`src/rtl/wb_pkg.sv`:
```
// Shared writeback-buffer constants and entry type.
// Default widths/depth and the {addr, data} entry record.
package wb_pkg;

  localparam int WB_DEPTH  = 4;
  localparam int WB_DATA_W = 32;
  localparam int WB_ADDR_W = 5;

  typedef struct packed {
    logic [WB_ADDR_W-1:0] addr;
    logic [WB_DATA_W-1:0] data;
  } wb_entry_t;

endpackage

```
`src/rtl/wb_match.sv`:
```
// Newest-match lookup over the pending writeback entries.
// Ports: valid/ent_addr/ent_data entries, head ptr, lk_addr in; hit/fwd out.
module wb_match
  import wb_pkg::*;
#(
  parameter int DEPTH  = WB_DEPTH,
  parameter int DATA_W = WB_DATA_W,
  parameter int ADDR_W = WB_ADDR_W,
  parameter int PTR_W  = $clog2(DEPTH)
) (
  input  logic [DEPTH-1:0]             valid,
  input  logic [DEPTH-1:0][ADDR_W-1:0] ent_addr,
  input  logic [DEPTH-1:0][DATA_W-1:0] ent_data,
  input  logic [PTR_W-1:0]             head,
  input  logic [ADDR_W-1:0]            lk_addr,
  output logic                         hit,
  output logic [DATA_W-1:0]            fwd
);

  logic [PTR_W-1:0] idx;

  // Walk oldest to newest; the last match seen is the newest.
  always_comb begin
    hit = 1'b0;
    fwd = '0;
    idx = '0;
    for (int i = 0; i < DEPTH; i++) begin
      idx = head + PTR_W'(i);
      if (valid[idx] &&
          ent_addr[idx] == lk_addr) begin
        hit = 1'b1;
        fwd = ent_data[idx];
      end
    end
  end

endmodule

```
`src/rtl/wb_buffer.sv`:
```
// In-order writeback buffer draining into the register file write port.
// Ports: wb_* push side, rf_* drain side, o*/hit*/fwd* bypass, count.
module wb_buffer
  import wb_pkg::*;
#(
  parameter int DEPTH  = WB_DEPTH,
  parameter int DATA_W = WB_DATA_W,
  parameter int ADDR_W = WB_ADDR_W
) (
  input  logic                    clk,
  input  logic                    rst,
  input  logic                    wb_valid,
  output logic                    wb_ready,
  input  logic [ADDR_W-1:0]       wb_addr,
  input  logic [DATA_W-1:0]       wb_data,
  input  logic                    rf_stall,
  output logic                    rf_write,
  output logic [ADDR_W-1:0]       rf_in_addr,
  output logic [DATA_W-1:0]       rf_in,
  input  logic [ADDR_W-1:0]       o1_addr,
  input  logic [ADDR_W-1:0]       o2_addr,
  output logic                    hit1,
  output logic                    hit2,
  output logic [DATA_W-1:0]       fwd1,
  output logic [DATA_W-1:0]       fwd2,
  output logic [$clog2(DEPTH):0]  count
);

  localparam int PTR_W = $clog2(DEPTH);
  localparam int CNT_W = PTR_W + 1;

  logic [PTR_W-1:0]             head_q, head_d;
  logic [PTR_W-1:0]             tail_q, tail_d;
  logic [CNT_W-1:0]             count_q, count_d;
  logic [DEPTH-1:0]             valid_q, valid_d;
  logic [DEPTH-1:0][ADDR_W-1:0] addr_q, addr_d;
  logic [DEPTH-1:0][DATA_W-1:0] data_q, data_d;

  logic push;
  logic pop;
  logic empty;

  assign empty    = (count_q == '0);
  // Full blocks pushes even when a pop frees a slot this cycle.
  assign wb_ready = (count_q < CNT_W'(DEPTH));
  assign rf_write = !empty && !rf_stall;
  assign push     = wb_valid && wb_ready;
  assign pop      = rf_write;
  assign count    = count_q;

  assign rf_in_addr = empty ? '0 : addr_q[head_q];
  assign rf_in      = empty ? '0 : data_q[head_q];

  // Push and pop never touch the same slot: push needs
  // non-full, pop needs non-empty, so head != tail then.
  always_comb begin
    head_d  = head_q;
    tail_d  = tail_q;
    valid_d = valid_q;
    addr_d  = addr_q;
    data_d  = data_q;
    if (push) begin
      addr_d[tail_q]  = wb_addr;
      data_d[tail_q]  = wb_data;
      valid_d[tail_q] = 1'b1;
      tail_d          = tail_q + 1'b1;
    end
    if (pop) begin
      valid_d[head_q] = 1'b0;
      head_d          = head_q + 1'b1;
    end
    count_d = count_q + CNT_W'(push)
                      - CNT_W'(pop);
  end

  always_ff @(posedge clk) begin
    if (rst) begin
      head_q  <= '0;
      tail_q  <= '0;
      count_q <= '0;
      valid_q <= '0;
    end else begin
      head_q  <= head_d;
      tail_q  <= tail_d;
      count_q <= count_d;
      valid_q <= valid_d;
    end
  end

  // Payload storage is qualified by valid_q, so it needs no reset.
  always_ff @(posedge clk) begin
    addr_q <= addr_d;
    data_q <= data_d;
  end

  wb_match #(
    .DEPTH  (DEPTH),
    .DATA_W (DATA_W),
    .ADDR_W (ADDR_W)
  ) u_match1 (
    .valid    (valid_q),
    .ent_addr (addr_q),
    .ent_data (data_q),
    .head     (head_q),
    .lk_addr  (o1_addr),
    .hit      (hit1),
    .fwd      (fwd1)
  );

  wb_match #(
    .DEPTH  (DEPTH),
    .DATA_W (DATA_W),
    .ADDR_W (ADDR_W)
  ) u_match2 (
    .valid    (valid_q),
    .ent_addr (addr_q),
    .ent_data (data_q),
    .head     (head_q),
    .lk_addr  (o2_addr),
    .hit      (hit2),
    .fwd      (fwd2)
  );

endmodule

```
`config.mk`:
```
export PLATFORM = sky130hd
export DESIGN_NAME = wb_buffer
export DESIGN_NICKNAME = d
export VERILOG_FILES = /design/src/rtl/wb_pkg.sv /design/src/rtl/wb_match.sv /design/src/rtl/wb_buffer.sv
export SDC_FILE = /design/constraint.sdc
export NUM_CORES = 1
export LEC_CHECK = 0
export ABC_AREA = 1
export CAP_MARGIN = 0
export CORE_MARGIN = 4
export CORE_UTILIZATION = 55
export DETAILED_ROUTE_END_ITERATION = 10
export DONT_BUFFER_PORTS = 1
export PLACE_DENSITY_LB_ADDON = 0.08
export SLEW_MARGIN = 30
export SYNTH_ARGS = -nofsm -noshare
export SYNTH_HDL_FRONTEND = slang
export SYNTH_SLANG_ARGS = --single-unit
```
`constraint.sdc`:
```
create_clock -name clk -period 3.9 [get_ports clk]
set_input_delay 0.585 -clock clk [delete_from_list [all_inputs] [get_ports clk]]
set_output_delay 0.585 -clock clk [all_outputs]
set_load 0.005 [all_outputs]
```
* Yosys cells after proc, flatten, opt, wreduce, memory -nomap -nowiden
Cells that the tools add are included.
Storage, ports and cells: flip-flop bits (word level) 159, input port bits 51, output and inout port bits 108, word-level logic and storage cells 106
Cells by class: $add $sub $neg 6, $lt $le $gt $ge 8, equal/unequal tests 8, mux-type cells 54, bitwise operators 3, reduce and logical (&&, ||, !) cells 15
Operator list (number):
- $mux 32 | 14
- $bmux 32 s2 | 4
- $bwmux 128 | 1
- $demux 32 s2 | 1
- $bmux 5 s2 | 4
- $eq 5x5->1 | 8
- $mux 5 | 6
- $bwmux 20 | 1
- $lt 2x3->1 const B | 5
- $mux 1 | 14
- $logic_and 1x1->1 | 12
- $demux 5 s2 | 1
- $bmux 1 s2 | 4
- $mux 4 | 2
- $add 2x1->2 const B | 2
- $add 2x2->2 const B | 2
- $and 4x4->4 | 1
- $demux 1 s2 | 2
- $ge 2x1->1 const B | 2
- $not 4->4 | 1
- $or 4x4->4 | 1
- $add 3x1->3 | 1
- $logic_not 3->1 | 1
- $lt 3x3->1 const B | 1
- other kinds (2) | 3

* Depth between registers and ports, before layout
Gate-level depths: netlist of the first run.
depth after elaboration 8, gate-level depth with buffers 20, mapped depth without buffers 15

* By module
From an unflattened synthesis of the first run, not the netlist that was laid out.
Unflattened totals: cells, all modules 2760, area total of the unflattened synthesis 17217.8 um^2
By module, submodules not included:
- wb_match | times used 2, cells each 1041, area each 5139.9 um^2, sequential area each 0.0 um^2
- wb_buffer | times used 1, cells each 678, area each 6937.9 um^2, sequential area each 4664.5 um^2

* Worst setup path before layout of the first run
Ideal clock, no wire load.
path kind register -> output, from reg head_q[1], to out fwd1[0], arrival 2.845 ns, required time 3.315 ns, setup slack 0.470 ns, stages on the path, launching flop included 17, path buffers 5, cell sequence dfxtp_1 > inv_2 > buf_2 > clkbuf_1 > clkbuf_1 > ha_1 > inv_2 > buf_2 > nand3_1 > nand2_1 > nand2_1 > a21oi_2 > nand3_2 > buf_2 > o21ai_1 > nand3_1 > a21oi_1
Between the ends: word-level cells in the longest chain between the ends 8, elaborated cells on any way between the ends 39, those cells by class add/sub: 3; eq/ne: 4; mux: 28; reduce/logical: 4
Ends and longest elaborated chain:
- start: declaration | RTL line wb_buffer.sv:32 | logic [PTR_W-1:0] head_q, head_d;
- start signal: assignment | RTL line wb_buffer.sv:78 | head_q <= '0;
- start signal: assignment | RTL line wb_buffer.sv:83 | head_q <= head_d;
- $add 2x1->2 or $bmux 5 s2 (tied branches) | RTL line wb_match.sv:28, wb_match.sv:30
- $bmux 5 s2 or $mux 5 (tied branches) | RTL line wb_match.sv:30 | ent_addr[idx] == lk_addr) begin
- $mux 5 (implied by the code) or $eq 5x5->1 (tied branches) | RTL line wb_match.sv:30
- $eq 5x5->1 or $logic_and 1x1->1 (tied branches) | RTL line wb_match.sv:30, wb_match.sv:29
- $logic_and 1x1->1 or $mux 32 (tied branches) | RTL line wb_match.sv:29 | if (valid[idx] &&
- $mux 32 (2 in series) | RTL line wb_match.sv:29
- $mux 32 * | RTL line wb_match.sv:29
- end: declaration | RTL line wb_buffer.sv:24 | output logic [DATA_W-1:0] fwd1,
Mark *: on every way between the ends. The rest lies on a longest branch, timed or not. The select of a mux whose other input is x is not followed.

* Worst setup path in the final report of the first run
from reg head_q[0], to out fwd2[18]
Between the ends: word-level cells in the longest chain between the ends 8, elaborated cells on any way between the ends 39, those cells by class add/sub: 3; eq/ne: 4; mux: 28; reduce/logical: 4
Ends and longest elaborated chain:
- $add 2x1->2 or $bmux 5 s2 (tied branches) | RTL line wb_match.sv:28, wb_match.sv:30
- $bmux 5 s2 or $mux 5 (tied branches) | RTL line wb_match.sv:30
- $mux 5 (implied by the code) or $eq 5x5->1 (tied branches) | RTL line wb_match.sv:30
- $eq 5x5->1 or $logic_and 1x1->1 (tied branches) | RTL line wb_match.sv:30, wb_match.sv:29
- $logic_and 1x1->1 or $mux 32 (tied branches) | RTL line wb_match.sv:29
- $mux 32 (2 in series) | RTL line wb_match.sv:29
- $mux 32 * | RTL line wb_match.sv:29
- end: declaration | RTL line wb_buffer.sv:25 | output logic [DATA_W-1:0] fwd2,
Marks and branches as above.

==> key figures, run 1 <==
Status
  • Status: complete, no violations

GRT
  • Global routing usage on met1: ~40%
  • Initial antenna violation count: 0
  • Largest net degree at the start of global routing: 86
  • Number of global-route vias before repair: slightly above 10000
  • Tot GR Track Use: approximately 30%
  • Grt met2 use: a little under half
  • Gr busiest metal: met2
  • Grt ovf: 0
  • First-pass GRT wire length: 56100 um
  • Met3 usage: 8.23%

Clock network
  • Number of CTS-inserted buffers: 17
  • CTS tree: built
  • Skew-Pair Late Insertion Delay: 0.44 ns
  • Clk slew on worst S/H paths: 0.07 ns
  • CTS sink cnt: between 150 and 200
  • Maximum clock path buffer count: 2
  • Clock root buffer: clkbuf_16
  • CTS Hold Bufs: 0
  • H-tree depth: 4

Layout
  • Antenna cells: 0
  • Number of fill cells in the layout: 1958
  • Register area: approximately 4700 um^2
  • Area of the multi-input gates: 6310 um^2
  • Nets: about 1700
  • Share of cells above drive strength 1: 9.43%
  • Final std cells w/o fill: 1898
  • Area Overhead vs Synth: 7.11%

Setup path
  • Worst Path Max Fanout: 31
  • Delay-heaviest family, CP: simple AND/OR/NAND/NOR gates
  • Critical path type: flop to output pin
  • WP data required: 3.31 ns
  • Worst path cell trace: inv_6 > ha_1 > buf_12 > nand3_1 > nand3_1 > nand2_1 > nor2_1 > nand3_2 > buf_4 > buf_4 > o211ai_1 > nand2_1 > nand2_1
  • CP Launch Type: flop
  • Max stage delay on crit path: ~0.42 ns
  • Setup crit end kind: output pin
  • Slowest CP cell: dfxtp_4
  • Worst path most repeated cell: nand2_1
  • Arrival time worst endpoint: 3.17 ns
  • R2R Setup Slk: 1.55 ns
  • Buf/Inv on CP: 4

Place
  • Gp weighted congestion: 0.894
  • Placed cell count: around 1900
  • Detail Placement HPWL: 23700 um
  • # port buffers: 0

Die
  • Die Wd: 155 um
  • Die ar.: ~24000 um^2
  • Core Rows: 53
  • Die height: 155 um
  • Initial core utilization: between 50% and 60%
  • I/O Pins: 159
  • Core Region: 21200 um^2

Logic synthesis
  • Post-synth EDFFs: 148
  • Async set-reset flop share out of synthesis: 0%
  • Distinct cell type count of the synthesized netlist: 39
  • Top FF cell, synth: edfxtp_1
  • Synth Instances: 1656
  • Synthesized flop and latch total: between 150 and 200
  • Post-synthesis sequential area ratio: 39.1%
  • Post-synth design cell area: 11900 um^2
  • Synth Warn #: 0
  • Syn_nets: 1718
  • Syn Area/Cell: 7.20 um^2

Timing
  • Slew Limit Fails: 0
  • Worst-Margin Slew: 0.715 ns
  • Fmax: 0.266 GHz
  • Slew HR: 52.3%
  • Min Tclk post-route: 3.76 ns
  • Final period util: a little over nine tenths
  • Hold WS: between 0.2 and 0.25 ns
  • Endpoints failing setup: 0
  • Count of final hold-check violations: 0
  • Worst-case clock skew: approximately 0.011 ns

Power
  • Switching Share: 47.8%
  • PwrDens: approximately 620 nW/um^2
  • Combinational fraction of design power: 51.7%
  • Leakage: 0.00549 uW
  • Switching power: 3800 uW
  • P_int: 4150 uW
  • Clock Power Share: 21.4%
  • Worst vdd ir: 0.313 mV
  • Seq pwr share: 26.9%

Hold path
  • Hold Crit Class: primary input to flop

Route
  • DR pass1 iterations: 6
  • ANT nets after route: 0
  • Residual DRC count: 0
  • WL/cell: 19.2 um
  • Vias/cell: between 5 and 6
  • Routed vias: 11000
  • Routed WL: around 36000 um
  • Initial DRC Count: 1054

Flow run
  • Maxcap violations: 0
[routing by layer]
layer	share of wire, %	vias up
met5	0	-
met2	45	496
li1	-	5372
met1	41	5061
met4	3.5	0
met3	10	83
[power groups by stage]
stage / Clock (uW) / Sequential, uW / Combinational, uW
2_1_floorplan: 0 / 2150 / 3020
5_1_grt: 1800 / 2150 / 4590
3_3_place_gp: 0 / 2160 / 3890
6_report: 1700 / 2140 / 4110
4_1_cts: 1720 / 2140 / 4030
3_5_place_dp: 0 / 2170 / 3950
[final cells by class]
class | instances | share of cell area [%]
Clock buffer | 18 | 3.36
Multi-Input combinational cell | 1273 | 49.4
Timing Repair Buffer | 37 | 2.91
Sequential cell | 159 | 36.6
Clock inverter | 14 | 1.32
Inverter | 122 | 3.69
Tap cell | 275 | 2.70
[final timing paths]
check             start         end  cells after the start
min                 rst    count[0]                      1
min reg2reg  valid_q[0]  valid_q[0]                      2
max reg2reg    count[2]  data_q[29]                      4
max           head_q[0]    fwd2[18]                     13
[sequential cells by signal, indices dropped and copies added, names as in the netlist]
| name | flops |
|---|---|
| tail_q | 2 |
| valid_q | 4 |
| count | 3 |
| head_q | 2 |
| addr_q | 20 |
| data_q | 128 |
[synth_stat cells (2+ instances only)]
| master | instances | area (um^2) |
|---|---|---|
| o21ai_0 | 171 | 856 |
| nand2_2 | 9 | 56.3 |
| o211ai_2 | 2 | 25.0 |
| nor2_1 | 193 | 724 |
| dfxtp_1 | 11 | 220 |
| buf_2 | 47 | 235 |
| buf_6 | 8 | 90.1 |
| nand3b_4 | 2 | 40.0 |
| mux2i_1 | 80 | 801 |
| nand4_1 | 18 | 113 |
| buf_1 | 5 | 18.8 |
| edfxtp_1 | 148 | 4440 |
| nand3b_1 | 5 | 37.5 |
| clkbuf_1 | 32 | 120 |
| nor2_2 | 6 | 37.5 |
| o211ai_1 | 5 | 37.5 |
| or2_2 | 41 | 257 |
| clkinv_1 | 2 | 7.51 |
| nand2_1 | 514 | 1930 |
| a211oi_1 | 6 | 45.0 |
| inv_1 | 114 | 428 |
| o21ai_1 | 26 | 130 |
| nor3_1 | 3 | 15.0 |
| a21oi_1 | 44 | 220 |
| nand3_2 | 3 | 30.0 |
| nand3_1 | 119 | 596 |
| buf_4 | 9 | 67.6 |
| inv_2 | 5 | 18.8 |
| ha_1 | 10 | 125 |
| xor2_1 | 6 | 52.6 |
| nor2_4 | 3 | 33.8 |
| o21bai_1 | 2 | 15.0 |
[metrics by stage]
stage          area (um^2)  setup WS, ns  util, %  total power (uW)  setup TNS (ns)
3_5_place_dp         12100         0.285     57.0              6120               0
2_1_floorplan        11900         0.470        -              5170               0
6_report             12800         0.141     60.3              7960               0
5_1_grt              12800       -0.0267     60.3              8550         -0.0507
3_3_place_gp         12100         0.394     57.0              6050               0
4_1_cts              12700       0.00339     60.1              7890               0
[cell usage in the layout (no fill, tap or decap), types with 2 or more instances in the layout]
master      instances
buf_12              3
o211ai_1            5
inv_8               5
buf_4              29
nand3b_1            5
nor2_4              8
inv_6               5
a21oi_1            42
clkbuf_16          17
a211oi_1            6
o21bai_1            2
nand3_2             3
a21oi_4             2
nor2_2              5
xor2_1              6
nand2_2             9
nand4_1            18
or2_2              41
clkinv_1            2
nor3_1              2
nand2_1           514
o211ai_2            2
clkinvlp_4          2
a21oi_2             2
o21ai_0           171
o21ai_1            26
buf_6               3
nand3_1           118
edfxtp_1          148
clkinv_8            2
inv_2               3
mux2i_1            80
nor2_1            189
ha_1               10
nand3b_4            2
dfxtp_1             9
inv_1             114
[repair_timing]
action | CTS | global route
pin swaps | 1 | 0
gates cloned | 1 | 0
setup endpoints to repair | 41 | 55
gates resized for setup | 3 | 12
buffers inserted | 2 | 0
[cells by family (layout without fill, tap and decap cells)]
group | count (synthesis) | count (layout) | share of synthesized area (%)
DFF | 159 | 159 | 39.1
muxes | 80 | 80 | 6.72
and+or+nand+nor | 916 | 916 | 32.5
adders and majority gates | 11 | 11 | 1.22
xor gates and xnor gates | 6 | 6 | 0.441
buffers and inverters | 224 | 191 | 8.47
AOI/OAI and AO/OA | 260 | 260 | 11.5
Note: power is estimated with default switching activity, not from simulation.
==> run 2: changes to the inputs <==
--- a/config.mk
+++ b/config.mk
@@ -6,7 +6,7 @@
 export NUM_CORES = 1
 export LEC_CHECK = 0
 export ABC_AREA = 1
-export CAP_MARGIN = 0
+export CAP_MARGIN = 10
 export CORE_MARGIN = 4
 export CORE_UTILIZATION = 55
 export DETAILED_ROUTE_END_ITERATION = 10
==> constraint.sdc (replaced) <==
create_clock -name clk -period 3.9 [get_ports clk]
set_input_delay 0.78 -clock clk [delete_from_list [all_inputs] [get_ports clk]]
set_output_delay 0.78 -clock clk [all_outputs]
set_load 0.005 [all_outputs]
==> run 2 against run 1 <==
Highest routed layer unchanged. Critical path type unchanged. Critical path depth decreased by 1. Die area unchanged. Clock power decreased by 7%.
==> key figures, run 2 (synthesized netlist as in run 1, its figures left out) <==
Die
  • I/O Pins: 159
  • Initial core utilization: between 50% and 60%
  • Die height: between 150 and 200 um
  • Core Region: ~21000 um^2
  • Core Rows: 53
  • Die ar.: 24100 um^2
  • Die Wd: 155 um

Timing
  • Slew Limit Fails: 0
  • Final period util: 96.2%
  • Endpoints failing setup: 0
  • Worst-Margin Slew: around 0.75 ns
  • Slew HR: between 40 and 50%
  • Fmax: around 0.27 GHz
  • Setup slack after layout: 0.146 ns
  • Worst-case clock skew: 0.0117 ns
  • RSZ-0062 raised after global routing: true
  • Count of final hold-check violations: 0
  • Min Tclk post-route: about 3.8 ns

Clock network
  • Maximum clock path buffer count: 2
  • CTS tree: built
  • CTS Hold Bufs: 0
  • H-tree depth: 4
  • Skew-Pair Late Insertion Delay: roughly 0.42 ns
  • Number of CTS-inserted buffers: 17
  • CTS sink cnt: 159
  • Clk slew on worst S/H paths: 0.07 ns
  • Clock root buffer: clkbuf_16

Hold path
  • Hold Crit Class: primary input to flop
  • Hold Crit Depth: 1

Route
  • ANT nets after route: 0
  • DR pass1 iterations: 5
  • Residual DRC count: 0
  • Initial DRC Count: 889
  • Routed vias: 11100
  • Vias/cell: between 5 and 6
  • Routed WL: 36200 um
  • WL/cell: 19.0 um

Place
  • Pre-CTS setup slack: 0.418 ns
  • Gp weighted congestion: 0.959
  • # port buffers: 0
  • Placed cell count: 1873
  • Detail Placement HPWL: between 20000 and 25000 um

GRT
  • Grt ovf: 0
  • First-pass GRT wire length: 55800 um
  • Global routing usage on met1: 37.5%
  • Largest net degree at the start of global routing: 115
  • Initial antenna violation count: 0
  • Gr busiest metal: met2
  • Number of global-route vias before repair: 10200
  • Met3 usage: under 10%
  • Tot GR Track Use: between 20% and 30%
  • Grt met2 use: 49.6%

Power
  • PwrDens: between 600 and 700 nW/um^2
  • Leakage: around 0.0055 uW
  • Worst vdd ir: 0.404 mV

Layout
  • Antenna cells: 0
  • Largest regs: data_q x128, addr_q x20, valid_q x4
  • Final std cells w/o fill: 1909
  • Area Overhead vs Synth: 8.22%
  • Final core utilization: 61.0%
  • Share of cells above drive strength 1: 10.6%
  • Largest register FFs: approximately 130
  • Most frequent cells in the layout: nand2_1, nor2_1, o21ai_0
  • Nets: 1683
  • Number of fill cells in the layout: 1924
  • Most flops, register: data_q
  • Most common cell after layout, fill and taps aside: nand2_1

Setup path
  • WP data required: 3.12 ns
  • R2r worst-path depth: 8
  • Setup crit end kind: output pin
  • Arrival time worst endpoint: 2.97 ns
  • Critical path type: flop to output pin
  • CP Launch Type: flop
  • Worst Path Max Fanout: 28

Flow run
  • Maxcap violations: 0

Status
  • Status: complete, no violations
run 2: cell count changes in the layout (fill, tap and decap cells not counted), sizes merged:
cell / previous run / this run
buf: 36 / 46
bufbuf: 1 / 0
bufinv: 1 / 0
clkbuf: 18 / 20
clkinv: 5 / 7
clkinvlp: 2 / 3
inv: 128 / 126
run 2: routing by layer:
metal	up-vias	part of all wire (%)
li1	5400	-
met3	59	9.9
met4	0	2.7
met2	514	48
met1	5112	40
met5	-	0
run 2: final cells by class:
cell class	count	area, um^2	share of cell area (%)
multi-input combinational	1273	6330	49.1
sequential	159	4670	36.2
timing repair buffer	48	515	4.00
inverter	122	477	3.70
clock buffer	18	429	3.33
tap	275	344	2.67
clock inverter	14	129	0.999
run 2: where the power goes:
group	switching [uW]	leakage, uW	internal (uW)	total [uW]
Clock	740	0.000268	839	1580
Combinational	2910	0.00382	1200	4110
Sequential	86.4	0.00144	2050	2140
run 2: worst max-delay path: stages (launching register included):
cell     delay (ns)
dfxtp_4        0.43
inv_6          0.03
ha_1           0.34
inv_4          0.19
buf_4          0.19
nand3_1        0.11
nand2_1        0.10
xor2_1         0.18
nand4_1        0.15
nor2_4         0.24
buf_12         0.23
nor2_1         0.07
a21oi_1        0.27
run 2: final timing paths:
path,from,to,slack (ns)
max,head_q[0],fwd1[31],0.15
min,rst,count[0],0.42
max reg2reg,count[2],count[2],1.73
min reg2reg,valid_q[0],valid_q[0],0.50
run 2: timing repair:
action / in CTS / in global routing
setup buffers: 0 / 3
pin swaps: 0 / 1
hold endpoints to repair: 0 / 0
gates resized for setup: 3 / 23
gates cloned: 0 / 1
setup endpoints to repair: 8 / 65
run 2: per-stage QoR:
step,setup TNS (ns),power (uW),instance area [um^2],hold WS (ns)
after floorplan,0,5170,11900,0.471
after global placement,0,6100,12200,0.483
after detailed placement,0,6150,12200,0.491
after CTS,0,7740,12800,0.411
after global routing,-0.0168,8410,12900,0.411
final,0,7820,12900,0.421
==> run 3: changes to the inputs <==
--- a/config.mk
+++ b/config.mk
@@ -9,6 +9,7 @@
 export CAP_MARGIN = 10
 export CORE_MARGIN = 4
 export CORE_UTILIZATION = 55
+export CTS_CLUSTER_DIAMETER = 40
 export DETAILED_ROUTE_END_ITERATION = 10
 export DONT_BUFFER_PORTS = 1
 export PLACE_DENSITY_LB_ADDON = 0.08
==> constraint.sdc (replaced) <==
create_clock -name clk -period 3.8 [get_ports clk]
set_input_delay 0.76 -clock clk [delete_from_list [all_inputs] [get_ports clk]]
set_output_delay 0.76 -clock clk [all_outputs]
set_load 0.005 [all_outputs]
==> run 3 against run 2 <==
Via count down 0.17%. Die area unchanged. Wire length up 0.27%. Clock-buffer cell count is the same. Cell count rose by 0.26%. Cell area up 0.49%. Critical path depth increased by 2. Power up 4.0%. Sequential cell count unchanged. Clock skew decreased by 0.0040 ns. Combinational power is 3% higher. Global-route usage is 0.33 points higher. Critical path type unchanged.
==> key figures, run 3 (synthesized netlist as in run 1, its figures left out) <==
Status
  • Status: complete, no violations

Timing
  • Setup_tns: 0 ns
  • Worst-case clock skew: roughly 0.0077 ns
  • Hold WS: 0.395 ns
  • Fmax: roughly 0.27 GHz
  • Slew HR: between 40% and 50%
  • Slew Limit Fails: 0
  • Final period util: between 90% and 100%
  • Count of final hold-check violations: 0
  • Min Tclk post-route: 3.68 ns
  • RSZ-0062 raised after global routing: true
  • Worst-Margin Slew: about 0.76 ns
  • Endpoints failing setup: 0

Place
  • Placed Area: 12200 um^2
  • # port buffers: 0
  • Detail Placement HPWL: 24300 um
  • Gp weighted congestion: about 0.94
  • Placed cell count: approximately 1900

Layout
  • Largest register FFs: 128
  • Most frequent cells in the layout: nand2_1, nor2_1, o21ai_0
  • Final instance area: 13000 um^2
  • Largest regs: data_q x128, addr_q x20, valid_q x4
  • Most common cell after layout, fill and taps aside: nand2_1
  • Final core utilization: 61.3%
  • Number of fill cells in the layout: between 1500 and 2000
  • Area Overhead vs Synth: 8.76%
  • Nets: 1688
  • Share of cells above drive strength 1: between 10 and 15%
  • Final std cells w/o fill: between 1500 and 2000
  • Antenna cells: 0
  • Most flops, register: data_q

Setup path
  • Worst Path Max Fanout: 43
  • Setup crit end kind: output pin
  • Critical path type: flop to output pin
  • Arrival time worst endpoint: 2.92 ns
  • CP Launch Type: flop
  • WP data required: 3.04 ns

Clock network
  • CTS tree: built
  • CTS sink cnt: 159
  • CTS Hold Bufs: 0
  • Clock root buffer: clkbuf_16
  • Maximum clock path buffer count: 2
  • Skew-Pair Late Insertion Delay: ~0.43 ns
  • H-tree depth: 4
  • Number of CTS-inserted buffers: 17
  • Clk slew on worst S/H paths: 0.07 ns

Route
  • Vias/cell: ~5.8
  • Residual DRC count: 0
  • Top routing layer used: met4
  • WL/cell: between 15 and 20 um
  • Routed WL: roughly 36000 um
  • DR pass1 iterations: 5
  • Metal2 WL: 17200 um
  • WL met3: 3420 um
  • ANT nets after route: 0
  • Routed vias: approximately 11000
  • WL met1: 14800 um
  • Initial DRC Count: 969

Flow run
  • Maxcap violations: 0

GRT
  • Tot GR Track Use: a little under 30%
  • First-pass GRT wire length: roughly 57000 um
  • Number of global-route vias before repair: 10400
  • Largest net degree at the start of global routing: 92
  • Initial antenna violation count: 0
  • Grt ovf: 0

Die
  • Initial core utilization: 56.3%
  • Die Wd: 155 um
  • Die height: 155 um
  • Die ar.: 24100 um^2
  • Core Rows: 53
  • I/O Pins: ~160
  • Core Region: 21200 um^2

Power
  • Seq pwr share: 27.0%
  • Leakage: 0.00558 uW
  • Worst vdd ir: approximately 0.34 mV
  • Switching power: between 3000 and 4000 uW
  • Clock Power Share: 20.8%
  • PwrDens: about 630 nW/um^2
  • Combinational fraction of design power: 52.2%
  • P_int: around 4300 uW
  • Switching Share: 47.3%

Hold path
  • Hold Crit Class: primary input to flop
-- run 3: cell count changes in the layout (fill, tap and decap cells not counted), moves of 3 or more --
cell    before  now
buf_12       8    4
buf_6        3    6
buf_4       34   37
nor2_2       9   12
inv_6        5   10
inv_4        4    1
nor2_1     185  182
-- run 3: repair_timing --
action                                  in CTS  in global routing
cloned                                       1                  3
endpoints found under the setup margin      41                 62
resized for setup                            3                 29
pin swaps                                    0                  2
buffers inserted                             0                  2
-- run 3: worst max-delay path, stage by stage (launching register included) --
cell and delay [ns]:
dfxtp_4 0.44, inv_6 0.04, ha_2 0.40, buf_6 0.19, nand3_1 0.14, nand2_1 0.12, nand2_1 0.05, o21ai_1 0.10
nor2_2 0.07, nand3_2 0.10, buf_12 0.24, inv_6 0.11, nand2_1 0.08, nand3_1 0.08, a21oi_1 0.33
-- run 3: power by group through the flow --
stage,registers (uW),clock network (uW),logic (uW)
final,2200,1690,4240
after detailed placement,2230,0,4060
after global placement,2220,0,4010
after floorplan,2210,0,3100
after CTS,2190,1700,4120
after global routing,2210,1800,4760
-- run 3: routing by layer --
metal / GRT usage (%) / up-vias
met5: 0 / -
met4: 8.80 / 0
met3: 7.57 / 77
met2: 49.4 / 499
met1: 38.4 / 5072
li1: - / 5418
-- run 3: cell type report --
type / instances / area, um^2 / area share (%)
timing repair inverter: 1 / 5.00 / 0.0386
sequential: 159 / 4670 / 36.0
clock buffer: 18 / 429 / 3.31
tap: 275 / 344 / 2.66
multi-input combinational: 1273 / 6330 / 48.9
timing repair buffer: 52 / 551 / 4.25
clock inverter: 14 / 144 / 1.11
inverter: 122 / 484 / 3.74
-- run 3: worst paths after layout --
kind,slack [ns],cells after the start,endpoint,start
worst max-delay path,0.12,14,fwd1[31],head_q[0]
worst min-delay path,0.39,1,count[0],rst
worst max register to register,1.62,9,count[2],count[2]
worst min register to register,0.50,2,valid_q[2],valid_q[2]
-- run 3: stage by stage --
| step | power, uW | worst slack (ns) |
|---|---|---|
| after floorplan | 5310 | 0.195 |
| after global placement | 6230 | 0.339 |
| after detailed placement | 6290 | 0.307 |
| after CTS | 8020 | 0.0280 |
| after global routing | 8780 | -0.0449 |
| final | 8130 | 0.122 |
